File: config.mk
export PLATFORM = sky130hd
export DESIGN_NAME = dmem_access_ctrl
export DESIGN_NICKNAME = d
export VERILOG_FILES = /design/src/rtl/dmem_access_ctrl_pkg.sv /design/src/rtl/dmem_timeout_cnt.sv /design/src/rtl/dmem_access_ctrl.sv
export SDC_FILE = /design/constraint.sdc
export NUM_CORES = 1
export LEC_CHECK = 0
export BUFFER_PORTS_ARGS = -buffer_cell sky130_fd_sc_hd__buf_2
export CAP_MARGIN = 20
export CORE_MARGIN = 8
export CORE_UTILIZATION = 35
export DETAILED_ROUTE_END_ITERATION = 8
export HOLD_SLACK_MARGIN = 0.15
export PLACE_DENSITY = 0.72
export SLEW_MARGIN = 30
export SYNTH_ARGS = -nofsm -noshare
export SYNTH_HDL_FRONTEND = slang
export SYNTH_SLANG_ARGS = --single-unit
File: constraint.sdc
create_clock -name clk -period 3.4 [get_ports clk]
set_input_delay 0 -clock clk [delete_from_list [all_inputs] [get_ports clk]]
set_output_delay 0 -clock clk [all_outputs]
set_load 0.05 [all_outputs]
File: src/rtl/dmem_access_ctrl_pkg.sv
// Shared constants for the MEM-stage data memory access controller.
package dmem_access_ctrl_pkg;

  // FSM state encoding
  localparam logic [1:0] ST_IDLE  = 2'd0;
  localparam logic [1:0] ST_REQ   = 2'd1;
  localparam logic [1:0] ST_RWAIT = 2'd2;
  localparam logic [1:0] ST_DONE  = 2'd3;

  // Byte address -> word address: the two low bits are dropped
  localparam int WADDR_LSB = 2;

  // Empty byte-lane mask; also the mask presented on reads
  localparam logic [3:0] MASK_NONE = 4'b0000;

endpackage

File: src/rtl/dmem_timeout_cnt.sv
// Timeout counter: cleared when a wait phase starts, counts while waiting,
// flags the last allowed cycle (count == TIMEOUT-1) and saturates there.
module dmem_timeout_cnt #(
  parameter int TIMEOUT = 255
) (
  input  logic clk,
  input  logic rst,
  input  logic i_clr,
  input  logic i_inc,
  output logic o_tc
);

  // Values 0..TIMEOUT-1 only; TIMEOUT=1 still needs one bit
  localparam int CW = (TIMEOUT < 2) ? 1 : $clog2(TIMEOUT);

  logic [CW-1:0] r_cnt;

  assign o_tc = (r_cnt == CW'(TIMEOUT - 1));

  // Clear wins over increment; hold at terminal count
  always_ff @(posedge clk or posedge rst) begin
    if (rst)                r_cnt <= '0;
    else if (i_clr)         r_cnt <= '0;
    else if (i_inc && !o_tc) r_cnt <= r_cnt + 1'b1;
  end

endmodule

File: src/rtl/dmem_access_ctrl.sv
// MEM-stage data memory access controller: latches one load/store from the
// pipeline, runs the req/ready/rvalid handshake, stalls until completion and
// aborts with a sticky error when the memory does not answer in time.
module dmem_access_ctrl
  import dmem_access_ctrl_pkg::*;
#(
  parameter int ADDR_W  = 10,
  parameter int TIMEOUT = 255
) (
  input  logic                        clk,
  input  logic                        rst,
  input  logic                        MemRen,
  input  logic                        MemWEn,
  input  logic [ADDR_W-1:0]           MemAddress,
  input  logic [3:0]                  MemWriteMask,
  input  logic [31:0]                 DataToMem,
  output logic                        Stall,
  output logic [31:0]                 DataFromMem,
  output logic                        DataValid,
  output logic                        AccessErr,
  output logic                        mem_req,
  output logic                        mem_we,
  output logic [ADDR_W-WADDR_LSB-1:0] mem_addr,
  output logic [3:0]                  mem_wmask,
  output logic [31:0]                 mem_wdata,
  input  logic                        mem_ready,
  input  logic                        mem_rvalid,
  input  logic [31:0]                 mem_rdata
);

  logic [1:0]                  r_state;
  logic                        r_we;
  logic [ADDR_W-WADDR_LSB-1:0] r_addr;
  logic [3:0]                  r_wmask;
  logic [31:0]                 r_wdata;
  logic [31:0]                 r_dfm;
  logic                        r_dvalid;
  logic                        r_err;

  logic w_idle, w_req, w_rwait, w_busy;
  logic w_nop, w_accept, w_conflict;
  logic w_rd_cap, w_tc, w_cnt_clr;
  logic w_unused_addr_lsb;

  assign w_idle  = (r_state == ST_IDLE);
  assign w_req   = (r_state == ST_REQ);
  assign w_rwait = (r_state == ST_RWAIT);
  assign w_busy  = w_req | w_rwait;

  // A store with no enabled lanes needs no memory access at all
  assign w_nop      = MemWEn && (MemWriteMask == MASK_NONE);
  assign w_accept   = w_idle && (MemRen || MemWEn) && !w_nop;
  assign w_conflict = w_idle && MemRen && MemWEn;

  // Read data lands either in RWAIT or together with ready (zero-latency memory)
  assign w_rd_cap = (w_req && mem_ready && !r_we && mem_rvalid) || (w_rwait && mem_rvalid);

  // Counter restarts on entering REQ and again on entering RWAIT
  assign w_cnt_clr = w_accept || (w_req && mem_ready);

  assign w_unused_addr_lsb = ^MemAddress[WADDR_LSB-1:0];

  dmem_timeout_cnt #(.TIMEOUT(TIMEOUT)) u_tcnt (
    .clk   (clk),
    .rst   (rst),
    .i_clr (w_cnt_clr),
    .i_inc (w_busy),
    .o_tc  (w_tc)
  );

  assign Stall       = !rst && (w_accept || w_busy);
  assign mem_req     = w_req;
  assign mem_we      = r_we;
  assign mem_addr    = r_addr;
  assign mem_wmask   = r_wmask;
  assign mem_wdata   = r_wdata;
  assign DataFromMem = r_dfm;
  assign DataValid   = r_dvalid;
  assign AccessErr   = r_err;

  // FSM, request field capture, read data capture and sticky error
  always_ff @(posedge clk or posedge rst) begin
    if (rst) begin
      r_state  <= ST_IDLE;
      r_we     <= 1'b0;
      r_addr   <= '0;
      r_wmask  <= MASK_NONE;
      r_wdata  <= '0;
      r_dfm    <= '0;
      r_dvalid <= 1'b0;
      r_err    <= 1'b0;
    end else begin
      r_dvalid <= 1'b0;
      case (r_state)
        ST_IDLE: begin
          if (w_conflict) r_err <= 1'b1;
          if (w_accept) begin
            // Write wins when both enables are set
            r_we    <= MemWEn;
            r_addr  <= MemAddress[ADDR_W-1:WADDR_LSB];
            r_wmask <= MemWEn ? MemWriteMask : MASK_NONE;
            r_wdata <= DataToMem;
            r_state <= ST_REQ;
          end
        end
        ST_REQ: begin
          if (mem_ready) begin
            r_state <= (r_we || mem_rvalid) ? ST_DONE : ST_RWAIT;
            if (w_rd_cap) begin
              r_dfm    <= mem_rdata;
              r_dvalid <= 1'b1;
            end
          end else if (w_tc) begin
            r_err   <= 1'b1;
            r_dfm   <= '0;
            r_state <= ST_DONE;
          end
        end
        ST_RWAIT: begin
          if (w_rd_cap) begin
            r_dfm    <= mem_rdata;
            r_dvalid <= 1'b1;
            r_state  <= ST_DONE;
          end else if (w_tc) begin
            r_err   <= 1'b1;
            r_dfm   <= '0;
            r_state <= ST_DONE;
          end
        end
        default: r_state <= ST_IDLE;
      endcase
    end
  end

endmodule

After elaboration in Yosys (flattened, before gate mapping)

Index checks and enable logic that the tools add are counted.

Reduce and logical (&&, ||, !) cells: 28
Eq/ne operators: 8
Multiplexer cells: 22
Bitwise logic cells: 1
Add/subtract/negate cells: 1

Operators by type and width:

| operator                                              | count |
|---|---|
| two-way mux 32 bit                                    | 4 |
| one-hot mux 32 bit (2 select lines)                   | 1 |
| two-way mux 8 bit                                     | 2 |
| logical AND 1 bit                                     | 11 |
| adder 8 x 1 -> 8 bit, second input constant           | 1 |
| == test 8 bit, second input constant                  | 1 |
| two-way mux 2 bit                                     | 4 |
| two-way mux 1 bit                                     | 7 |
| one-hot mux 2 bit (3 select lines)                    | 1 |
| logical OR 1 bit                                      | 5 |
| logical NOT 1 bit                                     | 4 |
| logical NOT 4 bit                                     | 1 |
| two-way mux 4 bit                                     | 1 |
| inequality test 2 x 1 -> 1 bit, second input constant | 2 |
| inequality test 2 bit, second input constant          | 2 |
| AND reduction 2 bit                                   | 2 |
| AND reduction 4 bit                                   | 1 |
| nonzero test 2 bit                                    | 2 |
| inequality test 3 x 2 -> 1 bit, second input constant | 1 |
| one-hot mux 1 bit (3 select lines)                    | 1 |
| nonzero test 3 bit                                    | 1 |
| == test 2 x 1 -> 1 bit, second input constant         | 1 |
| == test 2 bit, second input constant                  | 1 |
| logical NOT 2 bit                                     | 1 |
| other kinds (2)                                       | 2 |

Register bits: 89
Word-level logic and storage cells: 69
Input bits: 84

Logic depth before layout (Yosys ltp)

Gate-level depths: netlist of run 1.

Depth in word-level cells: 8
Mapped depth: 8

Cells and area by module

Synthesis of run 1 repeated with hierarchy kept, for this count alone.

Cells, all modules: 357
Area total of the unflattened synthesis: 3,759.9 um^2

Modules (own cells, without submodules):

| module           | area an instance (um^2) | cells each | times used | seq. area each (um^2) |
|---|---|---|---|---|
| dmem_access_ctrl | 3,270.6                 | 305        | 1          | 2,026.9 |
| dmem_timeout_cnt | 489.2                   | 52         | 1          | 200.2 |

Worst setup path after synthesis of run 1

Ideal clock, no wire load.

Kind: register to register
From: register r_state[1]
To: register r_dfm[0], in the netlist DataFromMem[0]
Period minus slack after synthesis: 2,168 ps
Arrival: 2,047 ps
Setup slack: 1,232 ps
Stages on the path, launching flop included: 9
Data required time: 3,279 ps
Setup time: 121 ps
Buffers on the path: 2
Cell sequence: dfrtp_1 > inv_1 > ha_1 > nand2_1 > a21o_1 > and3b_1 > buf_2 > buf_2 > a22o_1

Longest elaborated chain between the ends: 7
Elaborated cells between the ends (all ways): 12
Classes of those cells: 3 x eq/ne; 2 x mux; 7 x reduce/logical

RTL lines:

| what                                                                              | RTL line                | text |
|---|---|---|
| from (decl)                                                                       | dmem_access_ctrl.sv:31  | `logic [1:0] r_state;` |
| from (signal assigned)                                                            | dmem_access_ctrl.sv:108 | `r_state <= (r_we \|\| mem_rvalid) ? ST_DONE : ST_RWAIT;` |
| == test 2 x 1 -> 1 bit *                                                          | dmem_access_ctrl.sv:46  | `assign w_req = (r_state == ST_REQ);` |
| via mem_req                                                                       | dmem_access_ctrl.sv:21  | `output logic mem_req,` |
| logical AND 1 bit (3 in series)                                                   | dmem_access_ctrl.sv:56  | `assign w_rd_cap = (w_req && mem_ready && !r_we && mem_rvalid) \|\| (w_rwait && mem_rvalid);` |
| logical OR 1 bit                                                                  | dmem_access_ctrl.sv:56  |  |
| two-way mux 32 bit / inequality test 3 x 2 -> 1 bit (equally long branches)       | --                      |  |
| one-hot mux 32 bit (2 select lines) / AND reduction 2 bit (equally long branches) | --                      |  |
| to (signal assigned)                                                              | dmem_access_ctrl.sv:110 | `r_dfm <= mem_rdata;` |
| to (signal assigned)                                                              | dmem_access_ctrl.sv:121 | `r_dfm <= mem_rdata;` |
| to (decl)                                                                         | dmem_access_ctrl.sv:36  | `logic [31:0] r_dfm;` |

The timed path passes the listed nets; every way through them passes the cells marked *.
A chain may end at the register's enable or synchronous reset.

Final worst setup path of run 1

From: register r_state[0]
To: output port Stall

Longest elaborated chain between the ends: 5
Elaborated cells between the ends (all ways): 8
Classes of those cells: 2 x eq/ne; 1 x bitwise; 5 x reduce/logical

RTL lines:

| what                            | RTL line               | text |
|---|---|---|
| logical NOT 2 bit               | dmem_access_ctrl.sv:45 | `assign w_idle = (r_state == ST_IDLE);` |
| logical AND 1 bit (2 in series) | dmem_access_ctrl.sv:52 | `assign w_accept = w_idle && (MemRen \|\| MemWEn) && !w_nop;` |
| logical OR 1 bit *              | dmem_access_ctrl.sv:71 | `assign Stall = !rst && (w_accept \|\| w_busy);` |
| logical AND 1 bit *             | dmem_access_ctrl.sv:71 |  |
| to (decl)                       | dmem_access_ctrl.sv:17 | `output logic Stall,` |

Every way passes the cells marked *; elsewhere a longest branch is shown, timed or not.

==> results of run 1 <==
==> synthesized netlist by cell type (4+ instances only) <==
master    count
a22o_1       32
inv_1         5
a211oi_1      5
nand2_1     138
buf_2         8
dfrtp_1      89
ha_1          8
clkbuf_1      5
a21oi_1       4
o21ai_0       6
nor2_1       13
==> cell usage in the layout, fill, tap and decap left out, drive strengths merged, types with 3 or more instances in the layout <==
cell type	n
nand4	3
buf	165
a21oi	4
inv	4
a22o	32
nand3	3
a21o	3
ha	8
nand2	138
o21ai	8
dfrtp	89
dlygate4sd3	86
nor2	13
clkbuf	11
a211oi	5
==> worst min path at each step <==
stage / start / endpoint / slack (ns) / depth (start not counted)
2_1_floorplan: MemAddress[2] / mem_addr[0] / 0.11 / 2
3_3_place_gp: DataToMem[16] / mem_wdata[16] / 0.19 / 3
3_5_place_dp: rst / mem_wdata[28] / 0.11 / 2
4_1_cts: rst / mem_addr[6] / 0.27 / 3
5_1_grt: rst / mem_wdata[3] / 0.36 / 3
6_report: rst / mem_addr[6] / 0.31 / 3
==> layer usage <==
metal	vias to the layer above	track usage (%)
met3	22	5.807
li1	1668	-
met5	-	0
met2	133	27.62
met4	0	6.957
met1	1660	18.38
==> stage by stage <==
stage | hold WS [ns] | area (um2) | instances
finish | 0.3117 | 5683 | 739
global route | 0.3628 | 5683 | 739
CTS | 0.2656 | 5680 | 738
detailed placement | 0.1098 | 4592 | 637
global placement | 0.1886 | 4587 | 637
floorplan | 0.1054 | 3679 | 354
==> flip-flops by register name, summed over array words and instances, names as in the netlist <==
name / flops
AccessErr: 1
DataValid: 1
r_state: 2
mem_we: 1
u_tcnt.r_cnt: 8
DataFromMem: 32
mem_wdata: 32
mem_addr: 8
mem_wmask: 4
==> cell families after synthesis <==
family                     Yosys count  share of synthesized area (%)
AOI/OAI and AO/OA                   62                          12.99
xor gates and xnor gates             3                         0.7144
adders and majority gates            8                          2.721
buffers and inverters               23                          3.435
DFF                                 89                          60.54
muxes                                2                         0.5442
and+or+nand+nor                    167                          19.05
==> critical path, delay by kind of cell, from the launching register on <==
| family | cells | cell delay [ns] |
|---|---|---|
| buf+inv | 3 | 0.81 |
| compound gates | 2 | 0.36 |
| fa+ha+maj | 1 | 0.26 |
| simple gates | 2 | 0.23 |
| flops | 1 | 0.42 |
==> report_power, final <==
group / switching, mW / leakage [nW] / internal [mW]
logic: 2.60 / 1.77 / 0.889
clock network: 0.375 / 0.112 / 0.452
registers: 0.260 / 1.11 / 1.53
total: 3.24 / 2.99 / 2.87
==> timing repair <==
| item | in CTS | in global routing |
|---|---|---|
| setup endpoints to repair | 0 | 0 |
| hold buffers | 86 | 0 |
| endpoints found under the hold margin | 140 | 0 |
==> layout make-up <==
| type | instances | area [um2] |
|---|---|---|
| multi-input cells | 242 | 1338 |
| clock inverters | 4 | 76.32 |
| fillers | 871 | 4594 |
| repair buffers | 251 | 1694 |
| flip-flops and latches | 89 | 2227 |
| diodes | 1 | 2.502 |
| clock buffers | 11 | 151.4 |
| inverters | 5 | 23.77 |
| well taps | 136 | 170.2 |
==> flow_metrics.tcl, run 1 <==
set metrics [dict create \
    postSynthAreaPerCell_um2 10.39 \
    ioPinCount 165 \
    antenna_found_initial 1 \
    worst_pin_slew_ns 0.5865 \
    fp-row-count 37 \
    crit_type "register to output pin" \
    maxUsedRoutingLayer "met4" \
    core-area_mm2 0.01028 \
    finClkSkew_ns 0.008544 \
    max-vdd-ir-drop_mv 0.5970 \
    cp_max_fo 41 \
    route.antenna.remaining_nets 0 \
    yosysTopAreaCell "dfrtp_1" \
    syn2layout_area_growth_pct 54.49 \
    grt_pass1_wl_um 18980 \
    setup_viol 0 \
    grt_pass1_vias 3794 \
    pre_cts_ws_ns 1.289 \
    wl_met1_um 4689 \
    min_period_ns 2.434 \
    r2r-end "mem_wmask[2]" \
    clkLatencyLatePin_ns 0.35 \
    port_buffers 162 \
    start_util_pct 35.79 \
    achievable-frequency_mhz 410.9 \
    outcome "complete, no violations" \
    postCtsSetupBuffers 0 \
    wl_um 11480 \
    cts_buffers 9 \
    hold_violations 0 \
    leakagePower_nw 2.990 \
    die-area_mm2 0.01405 \
    synth_flop_cell "dfrtp_1" \
    place_congestion 0.7656 \
    cts_sinks 89 \
    drt-initial-drc-count 237 \
    cap_violations 0 \
    cp_cell_sequence "inv_1, ha_1, o21ai_0, a21oi_4, buf_4, nor2_1, nor2_1, buf_2" \
    drv_slew 0 \
    yosysWarningCount 0 \
    crit_start "r_state[0]" \
    ys_seq_elements 89 \
    finalNetCount 690 \
    grt_usage_pct 16.36 \
    final_layout_size_suffix_gt1_share_pct 31.40 \
    crit_arrival_ns 2.43 \
    cp-end-kind "output pin" \
    hp-class "input port to async pin" \
    r2r_start "r_state[0]" \
    synthTopCellsByArea "dfrtp_1 (61%), nand2_1 (14%), a22o_1 (7.6%)" \
    final_util_pct 55.30 \
    slew_headroom_pct 60.90 \
    root_buffer "clkbuf_8" \
    p_total_mw 6.112 \
    first_pass_iters 4 \
    reg2regPathDepth 6 \
    die-height_um 118.5 \
    cts_resized 0 \
    cts_buffer_depth 2 \
    endpoint "Stall" \
    wl_met2_um 5641 \
    cts.clk_slew.worst_paths_ns 0.09 \
    wl_per_cell_um 15.53 \
    crit_slowest_cell "dfrtp_1" \
    met3_length_um 919 \
    synthCells 354 \
    async_flop_share_pct 100.0 \
    vias 3483 \
    worst_path_largest_cell_delay_ns 0.42 \
    drc 0 \
    viasPerCell 4.713 \
    synth_top_area_share_pct 60.54 \
    crit_top_cell "nor2_1" \
    cp-start-kind "register" \
    worstPathRequired_ns 3.40 \
    post-route-period-util_pct 71.57 \
    rsz0062_at_grt "no" \
    cts_tree "built" \
    h-tree-depth 3 \
    ys_seq_area_share_pct 60.54 \
    synth.net_count 446 \
    power_density_mw_per_mm2 1075 \
    yosys.cell_types.count 39 \
    reg2reg_slack_ns 1.28 \
    overflow 0 \
    fin_setup_tns_ns 0 \
    syn_area_mm2 0.003679 \
    worst_slack_ns 0.9665 \
    synth_edf_count 0 \
    dp_hpwl_um 7225 \
    die_x_um 118.5 \
    grt_max_degree 62 \
]
Power figures use the tool's default switching activity.
==> inputs of run 2 (changes only) <==
--- a/config.mk
+++ b/config.mk
@@ -11,7 +11,7 @@
 export CORE_UTILIZATION = 35
 export DETAILED_ROUTE_END_ITERATION = 8
 export HOLD_SLACK_MARGIN = 0.15
-export PLACE_DENSITY = 0.72
+export PLACE_DENSITY = 0.75
 export SLEW_MARGIN = 30
 export SYNTH_ARGS = -nofsm -noshare
 export SYNTH_HDL_FRONTEND = slang
==> constraint.sdc (replaced) <==
create_clock -name clk -period 2.2 [get_ports clk]
set_input_delay 0 -clock clk [delete_from_list [all_inputs] [get_ports clk]]
set_output_delay 0 -clock clk [all_outputs]
set_load 0.05 [all_outputs]
==> run 2 against run 1 <==
  * Non-clock buffer count rose by 4
  * Combinational power increased by 57%
  * Sequential power up 55%
  * Worst setup slack lost 0.70 ns
  * Flip-flop and latch count did not move
  * Final cell count grew 0.41%
  * First-iteration DRC count grew 1.7%
==> flow_metrics.tcl, run 2 (synthesis results as in run 1) <==
set metrics [dict create \
    pre_cts_ws_ns 0.3082 \
    cts_buffer_depth 2 \
    crit_slowest_cell "dfrtp_1" \
    hp-class "input port to register" \
    h-tree-depth 3 \
    drc 0 \
    finClkSkew_ns 0.009144 \
    grt_pass1_vias 3768 \
    ioPinCount 165 \
    viasPerCell 4.721 \
    first_pass_iters 5 \
    clkLatencyLatePin_ns 0.35 \
    worstPathRequired_ns 2.43 \
    cp_max_fo 32 \
    cap_violations 0 \
    grt_max_degree 60 \
    diodes 0 \
    setup_viol 0 \
    layout_commonest_cell "buf_2" \
    grt_pass1_wl_um 19240 \
    wl_met1_um 4836 \
    mostFrequentLayoutCells "buf_2 (161), nand2_1 (138), dfrtp_1 (89)" \
    worst_pin_slew_ns 0.5458 \
    cts_tree "built" \
    final_layout_size_suffix_gt1_share_pct 31.85 \
    fin_cells 742 \
    power_density_mw_per_mm2 1664 \
    crit_buf_inv 2 \
    fin_setup_tns_ns 0 \
    die_x_um 118.5 \
    maxUsedRoutingLayer "met4" \
    post-route-period-util_pct 87.74 \
    outcome "complete, no violations" \
    wl_met2_um 5487 \
    grt_usage_pct 16.73 \
    syn2layout_area_growth_pct 55.78 \
    min_period_ns 1.930 \
    netSwitchingPower_mw 5.033 \
    max-vdd-ir-drop_mv 0.9006 \
    dpl_cell_area_mm2 0.004644 \
    final_util_pct 55.76 \
    placed_cells 641 \
    place_congestion 0.7403 \
    power_frac_clock_pct 13.3 \
    crit_type "register to register" \
    whs_ns 0.1693 \
    crit_family "compound AO/OA/AOI/OAI gates" \
    antenna_found_initial 0 \
    hold_violations 0 \
    cts_buffers 9 \
    rsz0062_at_grt "no" \
    cp-end-kind "register" \
    met3_length_um 1019 \
    internal-power_mw 4.505 \
    vias 3503 \
    route.antenna.remaining_nets 0 \
    p_seq_share_pct 29.2 \
    cp-start-kind "register" \
    worst_path_largest_cell_delay_ns 0.41 \
    switching_share_pct 52.77 \
    core-area_mm2 0.01028 \
    port_buffers 162 \
    wl_um 11590 \
    finalNetCount 694 \
    crit_arrival_ns 2.16 \
    overflow 0 \
    fp-row-count 37 \
    design_area_mm2 0.005731 \
    dp_hpwl_um 7456 \
    drt-initial-drc-count 241 \
    wl_per_cell_um 15.62 \
    cp_cell_sequence "inv_1, ha_1, nand2b_1, a21o_1, and3b_1, buf_4, a22o_1" \
    worst_slack_ns 0.2698 \
    drv_slew 0 \
    achievable-frequency_mhz 518.1 \
    die-area_mm2 0.01405 \
    start_util_pct 35.79 \
    leakagePower_nw 3.019 \
    die-height_um 118.5 \
    slew_headroom_pct 63.31 \
    p_total_mw 9.538 \
    root_buffer "clkbuf_8" \
    cts_sinks 89 \
    comb_power_share_pct 57.5 \
    cts.clk_slew.worst_paths_ns 0.09 \
]
[run 2: worst paths after layout]
path                             endpoint        from  depth (start not counted)  slack, ns
min in group asynchronous      r_state[1]         rst                          3       0.23
max                        DataFromMem[7]  r_state[0]                          7       0.27
min                            r_state[1]   mem_ready                          3       0.17
max in group asynchronous   mem_wdata[28]         rst                          4       1.34
max reg2reg                DataFromMem[7]  r_state[0]                          7       0.27
min reg2reg                     AccessErr   AccessErr                          1       0.46
[run 2: repair_timing]
item | in CTS | in global routing
hold buffers | 85 | 0
pin swaps | 0 | 0
buffers inserted | 1 | 0
resized for setup | 0 | 2
endpoints found under the setup margin | 1 | 1
hold endpoints to repair | 168 | 0
[run 2: final cells by class]
class / instances / area, um2
Fill cell: 867 / 4547
Clock buffer: 11 / 151.4
Multi-Input combinational cell: 242 / 1336
Sequential cell: 89 / 2227
Tap cell: 136 / 170.2
Timing Repair Buffer: 255 / 1749
Clock inverter: 4 / 73.82
Inverter: 5 / 22.52
[run 2: worst register-to-register path, stage by stage, from the launching register on]
cell,delay (ns)
dfrtp_1,0.41
inv_1,0.11
ha_1,0.27
nand2b_1,0.16
a21o_1,0.21
and3b_1,0.18
buf_4,0.24
a22o_1,0.23
[run 2: routing by layer]
metal / up-vias / global-route usage (%)
li1: 1673 / -
met1: 1660 / 18.76
met2: 148 / 27.98
met3: 22 / 6.854
met4: 0 / 6.324
met5: - / 0
[run 2: power by group through the flow]
stage	combinational (mW)	clock (mW)	sequential, mW
6_report	5.49	1.27	2.78
3_5_place_dp	5.36	0	2.78
4_1_cts	5.50	1.31	2.77
5_1_grt	5.86	1.38	2.88
2_1_floorplan	1.71	0	5.17
3_3_place_gp	5.24	0	2.76
